--- src/rtl/out_port_arbiter.sv ---
// Wormhole output-port arbiter: round-robin among head flits in IDLE, then locks
// onto the winning input until its tail flit is forwarded.
module out_port_arbiter #(
    parameter int flit_width = 12,
    parameter int cnt_width  = 8
) (
    input  logic                  clk,
    input  logic                  reset_n,
    input  logic [flit_width-1:0] flit1,
    input  logic [flit_width-1:0] flit2,
    input  logic [flit_width-1:0] flit3,
    input  logic [flit_width-1:0] flit4,
    input  logic [3:0]            valid,
    input  logic                  out_ready,
    output logic [1:0]            select,
    output logic [3:0]            grant,
    output logic                  out_valid,
    output logic                  err,
    output logic [cnt_width-1:0]  pkt_count
);

    typedef enum logic {IDLE, LOCK} state_e;

    localparam logic [cnt_width-1:0] CntOne = 1;

    state_e               state_q, state_d;
    logic [1:0]           owner_q, owner_d;
    logic [1:0]           ptr_q, ptr_d;
    logic                 err_q, err_d;
    logic [cnt_width-1:0] cnt_q, cnt_d;

    logic [1:0] flitType [4];
    logic [3:0] eligible;
    logic [1:0] cand;
    logic       candFound;
    logic       xfer;
    logic [1:0] selType;

    assign flitType[0] = flit1[flit_width-1 -: 2];
    assign flitType[1] = flit2[flit_width-1 -: 2];
    assign flitType[2] = flit3[flit_width-1 -: 2];
    assign flitType[3] = flit4[flit_width-1 -: 2];

    // Bit 0 of the type field marks a packet start (head or head+tail).
    always_comb begin
        for (int i = 0; i < 4; i++) begin
            eligible[i] = valid[i] & flitType[i][0];
        end
    end

    // Scan downward so the offset closest to ptr wins.
    always_comb begin
        cand      = ptr_q;
        candFound = 1'b0;
        for (int k = 3; k >= 0; k--) begin
            if (eligible[ptr_q + 2'(k)]) begin
                cand      = ptr_q + 2'(k);
                candFound = 1'b1;
            end
        end
    end

    always_comb begin
        select    = 2'd0;
        out_valid = 1'b0;
        if (reset_n) begin
            if (state_q == IDLE) begin
                select    = candFound ? cand : ptr_q;
                out_valid = candFound;
            end else begin
                select    = owner_q;
                out_valid = valid[owner_q];
            end
        end
    end

    assign xfer    = out_valid & out_ready;
    assign grant   = xfer ? (4'b0001 << select) : 4'b0000;
    assign selType = flitType[select];

    always_comb begin
        state_d = state_q;
        owner_d = owner_q;
        ptr_d   = ptr_q;
        err_d   = err_q;
        cnt_d   = cnt_q;
        if (xfer) begin
            if (state_q == IDLE) begin
                if (selType == 2'b11) begin
                    ptr_d = select + 2'd1;
                    cnt_d = cnt_q + CntOne;
                end else begin
                    state_d = LOCK;
                    owner_d = select;
                end
            end else begin
                // A new head arriving inside a locked packet is a protocol error.
                if (selType[0]) begin
                    err_d = 1'b1;
                end
                if (selType[1]) begin
                    state_d = IDLE;
                    ptr_d   = owner_q + 2'd1;
                    cnt_d   = cnt_q + CntOne;
                end
            end
        end
    end

    always_ff @(posedge clk) begin
        if (!reset_n) begin
            state_q <= IDLE;
            owner_q <= 2'd0;
            ptr_q   <= 2'd0;
            err_q   <= 1'b0;
            cnt_q   <= '0;
        end else begin
            state_q <= state_d;
            owner_q <= owner_d;
            ptr_q   <= ptr_d;
            err_q   <= err_d;
            cnt_q   <= cnt_d;
        end
    end

    assign err       = err_q;
    assign pkt_count = cnt_q;

endmodule

--- config.mk ---
export PLATFORM = sky130hd
export DESIGN_NAME = out_port_arbiter
export DESIGN_NICKNAME = d
export VERILOG_FILES = /design/src/rtl/out_port_arbiter.sv
export SDC_FILE = /design/constraint.sdc
export NUM_CORES = 1
export LEC_CHECK = 0
export ABC_CLOCK_PERIOD_IN_PS = 4200
export CAP_MARGIN = 15
export CORE_ASPECT_RATIO = 1.25
export CORE_MARGIN = 5
export CORE_UTILIZATION = 50
export CTS_BUF_LIST = sky130_fd_sc_hd__clkbuf_4 sky130_fd_sc_hd__clkbuf_8 sky130_fd_sc_hd__clkbuf_16
export DETAILED_ROUTE_END_ITERATION = 12
export DONT_BUFFER_PORTS = 1
export PLACE_DENSITY = 0.65
export RECOVER_POWER = 100
export SYNTH_ARGS = -nofsm -noshare
export SYNTH_HDL_FRONTEND = slang
export SYNTH_SLANG_ARGS = --single-unit
--- constraint.sdc ---
create_clock -name clk -period 4.2 [get_ports clk]
set_clock_uncertainty 0.1 [all_clocks]
set_input_delay 0.21 -clock clk [delete_from_list [all_inputs] [get_ports clk]]
set_output_delay 0.21 -clock clk [all_outputs]
set_load 0.05 [all_outputs]
==> out/results.tsv <==
metric	value	unit
outcome	finished, final reports clean	
final_antenna_net_count	0	
pin_count	71	
die_w	49.2	um
synthCells	116	
critPathMaxFanout	11	
avgSynthCellArea	8.26	um^2
clk_latency	0.28	ns
drive_gt1_share	8.33	%
antenna_found_initial	0	
dp_slack	1.44	ns
yosys_warnings	0	
grt_setup_unrepaired	false	
syn_area	958	um^2
dp_hpwl	1.81	mm
power_switching	0.0966	mW
grt_pass1_wl	3.73	mm
synth_edf_count	0	
maxCapViolCount	0	
fmax	288	MHz
ctsResizeCount	0	
power_leakage	0.432	nW
finalHoldViolCount	0	
crit_path_start_kind	flop	
worstSetupPathType	flop to primary output	
cts_made_buffers	3	
areaGrowthSynthToFinish	5.87	%
met1_usage	15.5	%
final_util	56.1	%
ys_ff_latch	14	
min_period_over_period	82.6	%
seqPwrFrac	47.1	%
cts_tree	built	
p_int	0.212	mW
fin_ws	0.730	ns
synth_top_flop_cell	dfxtp_1	
fin_crit	3.47	ns
port_buffers	0	
first_iter_violations	6	
wirelength	2.31	mm
crit_path_end_kind	primary output	
firstDrtPassIters	4	
p_sw_share	31.3	%
vdd_drop_max	0.207	mV
wl_per_cell	16.6	um
htreeDepth	1	
fin_setup_tns	0	ns
grt_max_degree	14	
place_congestion	0.782	
critPathArrivalTime	3.16	ns
pwr-share-comb	22.0	%
crit_required	3.89	ns
tightest_slew	0.874	ns
clk_pin_slew	0.08	ns
fin_total_pwr	0.309	mW
num_antenna_cells	0	
powerDensity	304	nW/um^2
grt_use_total	16.2	%
vias_per_cell	6.50	
place_area	982	um^2
die_y	59.0	um
async_flop_share	0	%
nets	177	
drc_errors	0	
die_area	2900	um^2
core	1810	um^2
layout_common_cells	nand2_1 (17), dfxtp_1 (14), mux2i_1 (13)	
first_global_vias	869	
num_rows	17	
fillers	190	
num_vias	903	
initial_core_util	53.0	%
clk_path_buf_depth	2	
setup_viol	0	
final_common_cell	nand2_1	
use_met2	29.7	%
ys_types	40	
synth_seq_area_share	29.2	%
numClockSinks	14	
grtUsageMet3	5.32	%
root_buffer	clkbuf_4	
drv_slew	0	
final_area	1010	um^2
relSlewSlack	40.2	%
synth_fp_nets	172	
clkPwrFrac	30.8	%
grt_busiest_layer	met2	
hold_class	input port to flop	
overflow	0	
synthesized netlist by cell type, drive strengths merged, types with 2 or more instances:
cell type,number,share of area [%]
a21oi,4,2.1
o21ai,3,1.6
nor3,2,1.0
nor2,8,3.1
and3,3,2.0
mux2i,13,14
buf,3,2.5
nand4,4,2.6
a311o,2,2.1
nand2b,2,1.3
o211ai,4,3.1
dfxtp,14,29
inv,7,2.7
nand3,4,2.1
and2,4,2.6
nand2,17,6.7
timing repair:
item | in CTS | in global routing
endpoints found under the hold margin | 8 | 0
hold buffers | 1 | 0
setup buffers | 0 | 0
endpoints found under the setup margin | 0 | 0
power groups by stage:
| stage | clock network (mW) | registers (mW) | logic, mW |
|---|---|---|---|
| 2_1_floorplan | 0 | 0.145 | 0.0613 |
| 3_3_place_gp | 0 | 0.149 | 0.0667 |
| 3_5_place_dp | 0 | 0.149 | 0.0675 |
| 4_1_cts | 0.0969 | 0.146 | 0.0699 |
| 5_1_grt | 0.104 | 0.146 | 0.0734 |
| 6_report | 0.0952 | 0.145 | 0.0680 |
registers in the layout, summed over array words and instances (netlist names):
name,flops
owner_q,2
ptr_q,2
pkt_count,8
state_q,1
err,1
critical path: stages, from the launching register on:
cell	delay, ns
dfxtp_1	0.41
and3b_1	0.22
a311o_1	0.32
a2111oi_0	0.77
nor2_1	0.40
nor3_2	0.77
stage by stage:
| stage | cells | hold slack (ns) |
|---|---|---|
| 2_1_floorplan | 116 | 0.262 |
| 3_3_place_gp | 134 | 0.259 |
| 3_5_place_dp | 134 | 0.261 |
| 4_1_cts | 139 | 0.000375 |
| 5_1_grt | 139 | 0.0181 |
| 6_report | 139 | 0.00303 |
worst paths after layout:
| check | startpoint | to | slack, ns | cells past startpoint |
|---|---|---|---|---|
| setup / recovery | ptr_q[0] | grant[3] | 0.73 | 5 |
| hold / removal | reset_n | ptr_q[1] | 0.003 | 2 |
| setup reg to reg | ptr_q[0] | owner_q[0] | 1.00 | 7 |
| hold reg to reg | ptr_q[1] | ptr_q[1] | 0.43 | 2 |
metal layers:
metal / vias up / share of wire (%)
li1: 446 / -
met1: 407 / 37
met2: 42 / 50
met3: 8 / 10
met4: 0 / 3.3
met5: - / 0
cells by family after synthesis:
group,synth area share (%)
multiplexers,15.9
flip-flops,29.2
AO/OA/AOI/OAI,23.0
XOR/XNOR,0.914
AND/OR/NAND/NOR,24.0
adder cells (fa/ha/maj),1.31
buffers and inverters,5.61
layout make-up:
type                       instances  area [um^2]  area share (%)
clock buffer                       4         36.3            3.58
inverter                           7         26.3            2.59
tap                               19         23.8            2.34
multi-input combinational         91          623            61.4
timing repair buffer               4         25.0            2.47
sequential                        14          280            27.6
No activity file was read; power rests on OpenSTA's default activity.
